===== config.mk =====
export PLATFORM = sky130hd
export DESIGN_NAME = wb_data_arbiter
export DESIGN_NICKNAME = d
export VERILOG_FILES = /design/src/rtl/wb_pkg.sv /design/src/rtl/rr_grant2.sv /design/src/rtl/wb_data_arbiter.sv
export SDC_FILE = /design/constraint.sdc
export NUM_CORES = 1
export LEC_CHECK = 0
export CAP_MARGIN = 20
export CORE_UTILIZATION = 45
export DETAILED_ROUTE_END_ITERATION = 8
export PLACE_DENSITY = 0.85
export SYNTH_ARGS = -nofsm -noshare
export SYNTH_HDL_FRONTEND = slang
export SYNTH_SLANG_ARGS = --single-unit

===== constraint.sdc =====
create_clock -name clk -period 3.8 [get_ports clk]
set_clock_uncertainty 0.15 [all_clocks]
set_input_delay 0.76 -clock clk [delete_from_list [all_inputs] [get_ports clk]]
set_output_delay 0.76 -clock clk [all_outputs]
set_load 0.03 [all_outputs]

===== src/rtl/wb_pkg.sv =====
// Shared Wishbone data-port definitions: access-type codes used by the hart
// and the arbiter state encoding.
package wb_pkg;

    localparam logic [2:0] DATA_B  = 3'b000;
    localparam logic [2:0] DATA_H  = 3'b001;
    localparam logic [2:0] DATA_W  = 3'b010;
    localparam logic [2:0] DATA_BU = 3'b100;
    localparam logic [2:0] DATA_HU = 3'b101;

    typedef enum logic [1:0] {
        ARB_IDLE = 2'd0,
        ARB_BUSY = 2'd1,
        ARB_RESP = 2'd2
    } arb_state_t;

endpackage


===== src/rtl/rr_grant2.sv =====
// Two-way round-robin picker. On a tie the master that was not granted last
// wins; last_grant resets to 1 so master 0 takes the first tie.
module rr_grant2 (
    input  logic       clk,
    input  logic       rst_n,
    input  logic [1:0] req,
    input  logic       update,
    output logic [1:0] grant
);

    logic last_grant;

    always_comb begin
        grant = 2'b00;
        case (req)
            2'b01:   grant = 2'b01;
            2'b10:   grant = 2'b10;
            2'b11:   grant = last_grant ? 2'b01 : 2'b10;
            default: grant = 2'b00;
        endcase
    end

    always_ff @(posedge clk or negedge rst_n) begin
        if (!rst_n) begin
            last_grant <= 1'b1;
        end else if (update && (grant != 2'b00)) begin
            last_grant <= grant[1];
        end
    end

endmodule


===== src/rtl/wb_data_arbiter.sv =====
// Shares one Wishbone-classic data slave between the hart (M0) and a secondary
// requester (M1), one registered transaction at a time, with a hung-slave watchdog.
module wb_data_arbiter
    import wb_pkg::*;
#(
    parameter int W       = 32,
    parameter int TIMEOUT = 15
) (
    input  logic         clk,
    input  logic         rst_n,
    input  logic         i_m0_stb,
    input  logic         i_m0_we,
    input  logic [2:0]   i_m0_sel,
    input  logic [W-1:0] i_m0_addr,
    input  logic [W-1:0] i_m0_data,
    input  logic         i_m1_stb,
    input  logic         i_m1_we,
    input  logic [2:0]   i_m1_sel,
    input  logic [W-1:0] i_m1_addr,
    input  logic [W-1:0] i_m1_data,
    output logic         o_m0_ack,
    output logic         o_m0_err,
    output logic [W-1:0] o_m0_data,
    output logic         o_m1_ack,
    output logic         o_m1_err,
    output logic [W-1:0] o_m1_data,
    output logic         o_wb_stb,
    output logic         o_wb_we,
    output logic [2:0]   o_wb_sel,
    output logic [W-1:0] o_wb_addr,
    output logic [W-1:0] o_wb_data,
    input  logic         i_wb_ack,
    input  logic [W-1:0] i_wb_data
);

    localparam int TW = $clog2(TIMEOUT + 1);
    localparam logic [TW-1:0] TMAX      = TW'(TIMEOUT);
    localparam logic [TW-1:0] TLAST_ACK = TW'(TIMEOUT - 1);

    arb_state_t    state;
    logic [1:0]    grant;
    logic          gnt_id;
    logic          ok;
    logic [TW-1:0] timer;
    logic [W-1:0]  rdata;

    rr_grant2 u_rr (
        .clk    (clk),
        .rst_n  (rst_n),
        .req    ({i_m1_stb, i_m0_stb}),
        .update (state == ARB_IDLE),
        .grant  (grant)
    );

    // A response pulse is dropped when the granted master has already
    // withdrawn its strobe; the slave cycle itself is never aborted.
    always_ff @(posedge clk or negedge rst_n) begin
        if (!rst_n) begin
            state     <= ARB_IDLE;
            gnt_id    <= 1'b0;
            ok        <= 1'b0;
            timer     <= '0;
            rdata     <= '0;
            o_wb_stb  <= 1'b0;
            o_wb_we   <= 1'b0;
            o_wb_sel  <= 3'b000;
            o_wb_addr <= '0;
            o_wb_data <= '0;
            o_m0_ack  <= 1'b0;
            o_m0_err  <= 1'b0;
            o_m0_data <= '0;
            o_m1_ack  <= 1'b0;
            o_m1_err  <= 1'b0;
            o_m1_data <= '0;
        end else begin
            o_m0_ack  <= 1'b0;
            o_m0_err  <= 1'b0;
            o_m0_data <= '0;
            o_m1_ack  <= 1'b0;
            o_m1_err  <= 1'b0;
            o_m1_data <= '0;
            case (state)
                ARB_IDLE: begin
                    if (grant != 2'b00) begin
                        gnt_id    <= grant[1];
                        o_wb_we   <= grant[1] ? i_m1_we   : i_m0_we;
                        o_wb_sel  <= grant[1] ? i_m1_sel  : i_m0_sel;
                        o_wb_addr <= grant[1] ? i_m1_addr : i_m0_addr;
                        o_wb_data <= grant[1] ? i_m1_data : i_m0_data;
                        o_wb_stb  <= 1'b1;
                        timer     <= '0;
                        state     <= ARB_BUSY;
                    end
                end
                ARB_BUSY: begin
                    if (timer != TMAX) begin
                        timer <= timer + 1'b1;
                    end
                    // An ack arriving on the final allowed cycle still counts as success.
                    if (i_wb_ack) begin
                        rdata    <= i_wb_data;
                        ok       <= 1'b1;
                        o_wb_stb <= 1'b0;
                        state    <= ARB_RESP;
                    end else if (timer >= TLAST_ACK) begin
                        ok       <= 1'b0;
                        o_wb_stb <= 1'b0;
                        state    <= ARB_RESP;
                    end
                end
                ARB_RESP: begin
                    if (!gnt_id && i_m0_stb) begin
                        o_m0_ack  <= ok;
                        o_m0_err  <= !ok;
                        o_m0_data <= ok ? rdata : '0;
                    end
                    if (gnt_id && i_m1_stb) begin
                        o_m1_ack  <= ok;
                        o_m1_err  <= !ok;
                        o_m1_data <= ok ? rdata : '0;
                    end
                    state <= ARB_IDLE;
                end
                default: begin
                    o_wb_stb <= 1'b0;
                    state    <= ARB_IDLE;
                end
            endcase
        end
    end

endmodule


==> impl.org <==
** Floorplan
- Number of core rows :: 45
- After floorplanning, the core was sized to cover 15260 µm².
- Width of the die :: 127.3 µm
- Height of the chip :: 127.3 µm
- Effective utilization at floorplan :: 0.4630
- Pin placement for this block handled 310 I/O pins.
- The die covers 16200 µm².

** Routing
- Routed WL :: 19110 µm
- After detailed routing, the number of remaining DRC violations is 0.
- Number of vias per cell after detailed routing :: 5.095
- The first routing iteration left 417 violations.
- Total via count in the routed design :: 5870
- Once detail routing completed, the nets flagged for antenna violations numbered 0.
- Routed length per instance :: 16.59 µm
- Drt first pass iters :: 7

** Worst setup path
- The critical path is of the in2reg type.
- Together, buffers and inverters on the worst path number 1.
- Peak per-stage delay on the critical path :: 740 ps
- In this run the critical register-to-register path is launched from state[1].
- For the worst flop-to-flop path, the logic depth is 3.
- In this run the register-to-register setup slack is 1750 ps.
- The largest individual stage delay along the critical path comes from the cell sky130_fd_sc_hd__and2_4.
- Sequence of cells on the critical path :: clkdlybuf4s50_1 -> or2_2 -> and2_4 -> a31oi_1
- End of the worst register-to-register path :: rdata[18]
- The worst setup path is launched from an input port.
- Data arrival at the endpoint of the critical path :: 2860 ps
- For the worst setup path, the data required time is 3890 ps.
- Along the worst path, the maximum fanout reaches 71.
- Grouping stages by cell kind, the critical path spends the most delay in simple AND/OR/NAND/NOR gates.
- STA classifies the critical path endpoint as a flop.

** Yosys
- Most used flip-flop cell after synthesis :: sky130_fd_sc_hd__dfrtp_1
- Post-Syn Area per Cell :: 11.06 µm²
- Synthesized cell area :: 7064 µm²
- The share of synthesized area in the top cell type comes to 0.6270.
- The synthesized design spends more area on one cell type than any other, namely sky130_fd_sc_hd__dfrtp_1.
- Yosys printed 0 warnings.
- Number of different library cells in the post-synthesis netlist :: 36
- Synthesis inferred 178 register bits.
- Of the synthesized area, sequential elements account for 0.6307.
- Gate Count Post-Synth :: 639
- The number of nets handed over by synthesis was 814.
- Share of async-settable or async-resettable flops after synthesis :: 1.000
- After synthesis, the cell types taking the most area are sky130_fd_sc_hd__dfrtp_1, sky130_fd_sc_hd__nand2_1, sky130_fd_sc_hd__a31oi_1.
- Count of flip-flops with a built-in enable after synthesis :: 0

** Run status
- The run finished with clean final reports.

** STA
- For this run, the top clock speed supported by timing is 361.6 MHz.
- RSZ-0062 raised after global routing :: false
- Setup violations remaining at the end of the flow were counted as 0.
- The final count of pins violating max slew came to 0.
- Fin. Hold Viols :: 0
- Worst Hold Slack :: 169.6 ps
- In this run the tightest slew margin relative to its limit is 0.4484.
- Post-route fraction of the period consumed by the critical path :: 0.7278
- Minimum period implied by the final worst setup slack :: 2766 ps
- For the pin with the worst max-slew slack, the measured transition is 824.5 ps.
- Accumulated negative setup slack :: 0 ps

** Placement
- The congestion estimate from routability-driven global placement came to 0.8775.
- Quantity of I/O buffers inserted on ports :: 309
- DP Wirelength :: 13120 µm

** CTS
- Sinks on Clock Net :: 178
- Buffers added to address setup during post-CTS repair amount to 0.
- Number of resized instances in the post-cts repair step :: 0
- TritonCTS built the clock tree.
- H-tree depth :: 4
- Buffers from clock root to sink, at most :: 2
- Clock-pin slew on the worst setup and hold paths :: 70 ps
- Number of buffers added by the clock tree synthesis step :: 17
- At the later pin of the worst-skew pair, clock insertion delay measures 420 ps.
- Root Buffer Master :: sky130_fd_sc_hd__clkbuf_16
- Count of hold buffers inserted by post-cts repair :: 0

** Global route
- GRT Residual Overflow :: 0
- The number of global-route vias before repair was 5854.
- The first global-routing pass estimated 30170 µm of wire.
- Across every metal layer, demand over resource in global routing totals 0.2434.
- Number of antenna violations at the first check in global routing :: 1
- Entering global routing, the biggest net connects 77 pins.

** Pwr
- Summed over all cells, the static leakage comes to 4.710 nW.
- For this design the ratio of total power to cell area is 728.0 nW/µm².
- Tot Pwr :: 7.927 mW
- Worst vdd ir :: 429.9 µV

** Cells and area
- Share of post-route cells with drive strength above 1 :: 0.08936
- At the end of the flow, the number of nets in the layout was 1102.
- The filler cells instantiated in the layout total 1092.
- From synthesis to final layout, the design area changed by 54.13%.

** Worst hold path
- The worst hold path belongs to the class in2async.

** Run
- Max cap viols :: 0
synth_stat cells (2+ instances only):
library cell,number
sky130_fd_sc_hd__a21oi_1,73
sky130_fd_sc_hd__a31oi_1,68
sky130_fd_sc_hd__and2_1,64
sky130_fd_sc_hd__and2b_1,2
sky130_fd_sc_hd__and4b_1,2
sky130_fd_sc_hd__buf_2,10
sky130_fd_sc_hd__buf_4,4
sky130_fd_sc_hd__buf_6,8
sky130_fd_sc_hd__clkbuf_1,25
sky130_fd_sc_hd__dfrtp_1,177
sky130_fd_sc_hd__ha_1,2
sky130_fd_sc_hd__inv_1,3
sky130_fd_sc_hd__mux2_2,33
sky130_fd_sc_hd__nand2_1,140
sky130_fd_sc_hd__nand2b_1,2
sky130_fd_sc_hd__nand3_1,3
sky130_fd_sc_hd__nor2_1,3
sky130_fd_sc_hd__nor3_1,2
worst register-to-register path: cells and delay by family (launching register included):
kind	cells	cell delay, ps
flops	1	450
mux	1	430
simple gates	2	900
state kept, by name (all words and copies together) (netlist names), 2 cells and up:
signal     flops
o_wb_sel       3
state          2
o_m1_data     32
rdata         32
o_m0_data     32
o_wb_addr     32
o_wb_data     32
timer          4
stage by stage:
stage                       util  worst slack (ps)  std cells  cell area [µm²]
after floorplan                -              1925        639             7064
after global placement    0.6729             798.2       1119            10270
after detailed placement  0.6729             640.4       1119            10270
after CTS                 0.7134              1085       1151            10890
after global routing      0.7136             937.4       1152            10890
final                     0.7136              1034       1152            10890
layer usage:
| layer | GRT usage | up-vias | share of wire |
|---|---|---|---|
| met2 | 0.4253 | 275 | 0.52 |
| li1 | - | 2747 | - |
| met3 | 0.06951 | 49 | 0.073 |
| met1 | 0.2733 | 2799 | 0.37 |
| met4 | 0.1183 | 0 | 0.040 |
| met5 | 0 | - | 0 |
cells in the final DEF (no fill, tap or decap), types with 2 or more instances in the layout:
master	instances
sky130_fd_sc_hd__and4b_1	2
sky130_fd_sc_hd__dfrtp_1	177
sky130_fd_sc_hd__nand2b_1	2
sky130_fd_sc_hd__and2_1	64
sky130_fd_sc_hd__clkbuf_16	17
sky130_fd_sc_hd__bufinv_16	2
sky130_fd_sc_hd__nor3_1	2
sky130_fd_sc_hd__mux2_2	33
sky130_fd_sc_hd__ha_1	2
sky130_fd_sc_hd__nand3_1	3
sky130_fd_sc_hd__nand2_1	140
sky130_fd_sc_hd__and2b_1	2
sky130_fd_sc_hd__buf_4	5
sky130_fd_sc_hd__clkbuf_8	2
sky130_fd_sc_hd__inv_6	7
sky130_fd_sc_hd__nor2_1	2
sky130_fd_sc_hd__clkdlybuf4s50_1	308
sky130_fd_sc_hd__buf_12	3
sky130_fd_sc_hd__inv_1	3
sky130_fd_sc_hd__a31oi_1	68
sky130_fd_sc_hd__a21oi_1	73
where the power goes:
part / internal [mW] / switching [mW] / leakage [nW]
Clock: 1.03 / 0.766 / 0.301
Combinational: 1.37 / 1.86 / 2.20
Sequential: 2.52 / 0.380 / 2.21
Total: 4.92 / 3.01 / 4.71
area by class of cell:
cell class,count,area (µm²),area share
Clock buffer,19,452.9,0.04160
Antenna cell,1,2.502,0.0002298
Timing Repair Buffer,317,3192,0.2932
Sequential cell,178,4456,0.4092
Multi-Input combinational cell,410,2345,0.2154
Inverter,3,11.26,0.001034
Clock inverter,13,165.2,0.01517
Tap cell,211,264.0,0.02425
logic make-up after synthesis:
logic type / Yosys count / synth area share
flops: 178 / 0.6307
fa+ha+maj: 2 / 0.003542
mux: 33 / 0.05260
compound gates: 150 / 0.1233
buf+inv: 51 / 0.03950
simple gates: 225 / 0.1504
worst max path at each step:
stage / startpoint / endpoint / slack (ps) / depth (start not counted)
after CTS: i_m0_stb / o_wb_addr[23] / 1090 / 4
after global routing: i_m0_stb / o_wb_addr[23] / 940 / 4
after floorplan: i_m1_stb / timer[2] / 1930 / 6
after global placement: i_m0_stb / o_wb_addr[30] / 800 / 4
after detailed placement: i_m0_stb / o_wb_addr[23] / 640 / 4
final: i_m0_stb / o_wb_addr[23] / 1030 / 4
Power figures use the tool's default switching activity.
